### config.mk
export PLATFORM = sky130hd
export DESIGN_NAME = roic_wait_sync_gen
export DESIGN_NICKNAME = d
export VERILOG_FILES = /design/src/rtl/roic_wait_sync_gen.sv
export SDC_FILE = /design/constraint.sdc
export NUM_CORES = 1
export LEC_CHECK = 0
export ABC_CLOCK_PERIOD_IN_PS = 5200
export BUFFER_PORTS_ARGS = -buffer_cell sky130_fd_sc_hd__buf_4
export CAP_MARGIN = 20
export CORE_MARGIN = 5
export CORE_UTILIZATION = 25
export CTS_CLUSTER_DIAMETER = 60
export DETAILED_ROUTE_END_ITERATION = 8
export PLACE_DENSITY_LB_ADDON = 0.12
export SETUP_SLACK_MARGIN = 0.5
export SYNTH_ARGS = -nofsm -noshare
export SYNTH_HDL_FRONTEND = slang
export SYNTH_SLANG_ARGS = --single-unit
### constraint.sdc
create_clock -name clk_20mhz -period 5.2 [get_ports clk_20mhz]
set_clock_uncertainty 0.15 [all_clocks]
set_input_delay 0.26 -clock clk_20mhz [delete_from_list [all_inputs] [get_ports clk_20mhz]]
set_output_delay 0.26 -clock clk_20mhz [all_outputs]
set_load 0.1 [all_outputs]
### src/rtl/roic_wait_sync_gen.sv
// Sequencer-launched ROIC sync / test-pulse select waveform generator.
// One launch produces a sync pulse, an optional delayed TP window, and a holdoff gap.
module roic_wait_sync_gen #(
    parameter int CNT_W = 16
) (
    input  logic             clk_20mhz,
    input  logic             rst_n_20mhz,
    input  logic             wait_start,
    input  logic             wait_abort,
    input  logic [7:0]       cfg_sync_width,
    input  logic             cfg_tp_en,
    input  logic [CNT_W-1:0] cfg_tp_delay,
    input  logic [CNT_W-1:0] cfg_tp_width,
    input  logic [7:0]       cfg_holdoff,
    output logic             fsm_wait_roic_sync,
    output logic             fsm_wait_tp_sel,
    output logic             busy,
    output logic             done,
    output logic             aborted,
    output logic             start_ignored
);

    // Counter must hold both the 8-bit sync/holdoff lengths and the CNT_W TP lengths.
    localparam int CW = (CNT_W > 8) ? CNT_W : 8;

    typedef enum logic [2:0] {
        IDLE,
        SYNC,
        TP_DELAY,
        TP_ACT,
        HOLDOFF
    } state_t;

    state_t           state_reg, state_next;
    logic [CW-1:0]    cnt_reg, cnt_next;
    logic             cnt_last;

    logic             tp_en_reg;
    logic [CNT_W-1:0] tp_delay_reg;
    logic [CNT_W-1:0] tp_width_reg;
    logic [7:0]       holdoff_reg;
    logic             accept_start;

    logic sync_next, tp_sel_next, busy_next, done_next, aborted_next, ignored_next;

    assign cnt_last     = (cnt_reg == CW'(1));
    assign accept_start = (state_reg == IDLE) && wait_start && !wait_abort;

    always_ff @(posedge clk_20mhz or negedge rst_n_20mhz) begin
        if (!rst_n_20mhz) begin
            state_reg    <= IDLE;
            cnt_reg      <= '0;
            tp_en_reg    <= 1'b0;
            tp_delay_reg <= '0;
            tp_width_reg <= '0;
            holdoff_reg  <= '0;
        end else begin
            state_reg <= state_next;
            cnt_reg   <= cnt_next;
            if (accept_start) begin
                tp_en_reg    <= cfg_tp_en;
                tp_delay_reg <= cfg_tp_delay;
                tp_width_reg <= cfg_tp_width;
                holdoff_reg  <= cfg_holdoff;
            end
        end
    end

    // Each state's down-counter is loaded on entry and exits when it reads 1.
    always_comb begin
        state_next = state_reg;
        cnt_next   = cnt_reg - CW'(1);
        case (state_reg)
            IDLE: begin
                cnt_next = cnt_reg;
                if (accept_start) begin
                    state_next = SYNC;
                    cnt_next   = (cfg_sync_width == 8'd0) ? CW'(1) : CW'(cfg_sync_width);
                end
            end
            SYNC: begin
                if (cnt_last) begin
                    if (tp_en_reg && (tp_delay_reg != '0)) begin
                        state_next = TP_DELAY;
                        cnt_next   = CW'(tp_delay_reg);
                    end else if (tp_en_reg) begin
                        state_next = TP_ACT;
                        cnt_next   = (tp_width_reg == '0) ? CW'(1) : CW'(tp_width_reg);
                    end else if (holdoff_reg != 8'd0) begin
                        state_next = HOLDOFF;
                        cnt_next   = CW'(holdoff_reg);
                    end else begin
                        state_next = IDLE;
                    end
                end
            end
            TP_DELAY: begin
                if (cnt_last) begin
                    state_next = TP_ACT;
                    cnt_next   = (tp_width_reg == '0) ? CW'(1) : CW'(tp_width_reg);
                end
            end
            TP_ACT: begin
                if (cnt_last) begin
                    if (holdoff_reg != 8'd0) begin
                        state_next = HOLDOFF;
                        cnt_next   = CW'(holdoff_reg);
                    end else begin
                        state_next = IDLE;
                    end
                end
            end
            HOLDOFF: begin
                if (cnt_last) begin
                    state_next = IDLE;
                end
            end
            default: begin
                state_next = IDLE;
            end
        endcase
        if ((state_reg != IDLE) && wait_abort) begin
            state_next = IDLE;
        end
    end

    // Outputs are decoded from the next state and registered, so the mux sees clean flops.
    always_comb begin
        sync_next    = (state_next == SYNC);
        tp_sel_next  = (state_next == TP_ACT);
        busy_next    = (state_next != IDLE);
        done_next    = (state_reg != IDLE) && (state_next == IDLE) && !wait_abort;
        aborted_next = (state_reg != IDLE) && wait_abort;
        ignored_next = (state_reg != IDLE) && wait_start;
    end

    always_ff @(posedge clk_20mhz or negedge rst_n_20mhz) begin
        if (!rst_n_20mhz) begin
            fsm_wait_roic_sync <= 1'b0;
            fsm_wait_tp_sel    <= 1'b0;
            busy               <= 1'b0;
            done               <= 1'b0;
            aborted            <= 1'b0;
            start_ignored      <= 1'b0;
        end else begin
            fsm_wait_roic_sync <= sync_next;
            fsm_wait_tp_sel    <= tp_sel_next;
            busy               <= busy_next;
            done               <= done_next;
            aborted            <= aborted_next;
            start_ignored      <= ignored_next;
        end
    end

endmodule

==> impl_metrics.py <==
metrics = {
    "synth": {
        "syn_nets": 505,
        "postSynthCellCount": 450,
        "synthAdderAreaFrac": 0.005983,
        "synthesis.area_um2": 4183,
        "synth_compound_area_frac": 0.2103,
        "synthMuxAreaShare": 0.1176,
        "synth-edff-count": 0,
        "synthArstFlopShare": 1.000,
        "synth_top_family_by_area": "compound AO/OA/AOI/OAI gates",
        "synth-xor-area-share": 0.02513,
        "ys_seq_elements": 66,
        "ys_types": 68,
        "yosys.area_share.simple": 0.2097,
        "synth_warnings": 0,
        "synth_ff_type": "dfrtp_1",
        "syn_area_per_cell_um2": 9.295,
        "ys_seq_area_frac": 0.3949,
    },
    "cells_and_area": {
        "n_antenna_cell": 0,
        "drive_above_1_share": 0.2486,
        "area_growth_pct": 30.87,
        "final_common_cell": "dfrtp_1",
        "nFillCells": 1727,
        "multi_input_area_um2": 2381,
        "seqCellArea_um2": 1652,
        "nNetsFinal": 585,
        "mostFrequentLayoutCells": "dfrtp_1, buf_4, mux2_2, dlygate4sd3_1, nor2_1",
    },
    "routing": {
        "drt_first_pass_iters": 5,
        "drt_wl_total_um": 15140,
        "routed_via_density": 5.279,
        "vias": 3986,
        "routedWlPerCell_um": 20.05,
        "antenna_left": 0,
        "drc": 0,
        "drt_iter0_drc": 356,
    },
    "power": {
        "peakVddDrop_uv": 236.0,
        "switching_share": 0.4289,
        "switching_power_mw": 1.232,
        "p_clk_frac": 0.233,
        "seqPwrFrac": 0.368,
        "leakagePower_nw": 2.132,
        "power.internal_mw": 1.641,
        "comb_power_share": 0.400,
        "power_mw": 2.873,
        "p_per_area_nw_per_um2": 524.8,
    },
    "setup_path": {
        "r2r_end": "cnt_reg[7]",
        "critPathMaxFanout": 7,
        "critPathKind": "reg2reg",
        "cp_top_family": "simple AND/OR/NAND/NOR gates",
        "r2r_cells": 6,
        "crit_path_start": "cnt_reg[0]",
        "r2r_setup_slack_ps": 2320,
        "worstReg2RegStart": "cnt_reg[0]",
        "cp-end-kind": "register",
        "cpPeakStageDelay_ps": 690,
        "worstPathCellList": "nor3_1 > nand2_1 > xnor2_1 > a21oi_1 > a2111o_1 > a31oi_1",
        "crit_buf_inv": 0,
        "startpoint_type": "register",
        "cp_slowest_cell": "nor3_1",
        "crit_required_ps": 5320,
        "arrival_ps": 2990,
    },
    "timing": {
        "rsz0062_at_grt": "false",
        "final_hold_viol_count": 0,
        "clock.fmax_mhz": 347.3,
        "fin_crit_sh": 0.5537,
        "drv_slew": 0,
        "setup_tns_ps": 0,
        "layout_setup_ws_ps": 2321,
        "slew_headroom": 0.3414,
        "setup_viol": 0,
        "tightest_slew_ps": 984.4,
        "finalCriticalPeriod_ps": 2879,
    },
    "place": {
        "dp.final_hpwl_um": 11110,
        "place_congestion": 0.9122,
        "portBuffers": 58,
        "pre_cts_slack_ps": 2397,
    },
    "floorplan": {
        "dieArea_um2": 19420,
        "fp.dieH_um": 139.4,
        "ioPinCount": 59,
        "die_w_um": 139.4,
        "core_area_um2": 16520,
        "rows": 47,
        "start_util": 0.2531,
    },
    "clock_network": {
        "cts_tree": "yes",
        "clk_path_buf_depth": 2,
        "cts_setup_buffers": 0,
        "numCtsBuffers": 9,
        "clk-insertion-delay-late_ps": 350,
        "cts_sinks": 66,
        "clk_pin_slew_ps": 60,
        "cts_root_buf": "clkbuf_16",
        "cts.htree.levels": 3,
    },
    "global_route": {
        "grt-ovfl-total": 0,
        "grtUsageTotal": 0.1582,
        "grt_pass1_vias": 4022,
        "antenna_found_initial": 0,
        "grt_max_degree": 67,
        "grt_first_pass_wirelength_um": 23990,
    },
    "min_path": {
        "min_path_type": "in2reg",
        "hold_depth": 2,
        "hold_end": "tp_width_reg[2]",
        "hold_start": "cfg_tp_width[2]",
    },
    "flow_run": {
        "cap_violations": 0,
    },
    "run_status": {
        "outcome": "complete, no violations",
    },
}
[per-stage QoR]
step,utilization,cells,area (um^2),hold WS (ps)
floorplan,-,450,4183,-185.6
global placement,0.2900,703,4792,293.5
detailed placement,0.2900,703,4792,294.7
CTS,0.3313,755,5474,1.793
global route,0.3313,755,5474,7.663
finish,0.3313,755,5474,7.477
[cell type report]
cell class,instances,area share
Inverter,7,0.004800
Tap cell,220,0.05029
Timing Repair Buffer,97,0.1495
Sequential cell,66,0.3017
Clock buffer,12,0.04503
Multi-Input combinational cell,349,0.4350
Clock inverter,4,0.01371
[worst max path at each step]
| stage | slack, ps | cells past startpoint | to |
|---|---|---|---|
| after global routing | 2100 | 4 | fsm_wait_roic_sync |
| after floorplan | 2990 | 7 | cnt_reg[4] |
| after global placement | 2300 | 6 | cnt_reg[7] |
| after CTS | 2380 | 4 | fsm_wait_roic_sync |
| final | 2320 | 6 | cnt_reg[7] |
| after detailed placement | 2400 | 5 | fsm_wait_roic_sync |
[power by group through the flow]
stage / sequential (mW) / combinational, mW / clock, mW
detailed placement: 1.07 / 1.12 / 0
global route: 1.10 / 1.26 / 0.704
floorplan: 1.01 / 0.757 / 0
global placement: 1.06 / 1.13 / 0
CTS: 1.06 / 1.14 / 0.682
finish: 1.06 / 1.15 / 0.668
[logic make-up (layout without fill, tap and decap cells)]
group           Yosys count  count (layout)
compound gates          130             130
xor+xnor                 12              12
fa+ha+maj                 2               2
buf+inv                  35             120
flops                    66              66
mux                      44              44
simple gates            161             161
[timing repair]
action                                 4_1_cts  5_1_grt
resized for setup                            0        0
setup endpoints to repair                    0        0
endpoints found under the hold margin      102        0
hold buffers                                36        0
[cells in the mapped netlist, types with 3 or more instances]
cell	number	area (um^2)
clkbuf_1	15	56.30
a211oi_1	8	60.06
and2_1	4	25.02
buf_1	4	15.01
nor3_1	20	100.1
o2bb2ai_1	3	26.28
and3_1	5	31.28
a2111o_1	3	33.78
mux2i_1	3	30.03
nand3_1	13	65.06
xor2_1	6	52.55
or4_1	4	30.03
or2_2	3	18.77
nor2_1	34	127.6
nor4_1	12	75.07
nand2b_1	3	18.77
inv_1	7	26.28
o21ai_0	22	110.1
o31ai_1	4	30.03
xnor2_1	6	52.55
o31a_1	4	35.03
nand4_1	7	43.79
a31oi_1	12	75.07
o22ai_1	6	37.54
nand2_1	31	116.4
or3_1	3	18.77
dfrtp_1	66	1652
o211ai_1	3	22.52
a21oi_1	32	160.2
buf_2	7	35.03
mux2_2	41	461.7
a211o_1	6	52.55
o221ai_1	3	26.28
nor2b_1	5	31.28
[layer usage]
metal	share of wire	track usage	vias up
met1	0.45	0.2233	1934
met4	0.021	0.05458	0
met2	0.45	0.2369	155
met3	0.077	0.03808	25
li1	-	-	1872
met5	0	0	-
[worst register-to-register path, delay by kind of cell (launching register included)]
kind             cells  cell delay, ps
XOR/XNOR             1             390
flip-flops           1             490
AO/OA/AOI/OAI        3             860
AND/OR/NAND/NOR      2             910
(Power assumes the default switching activity.)
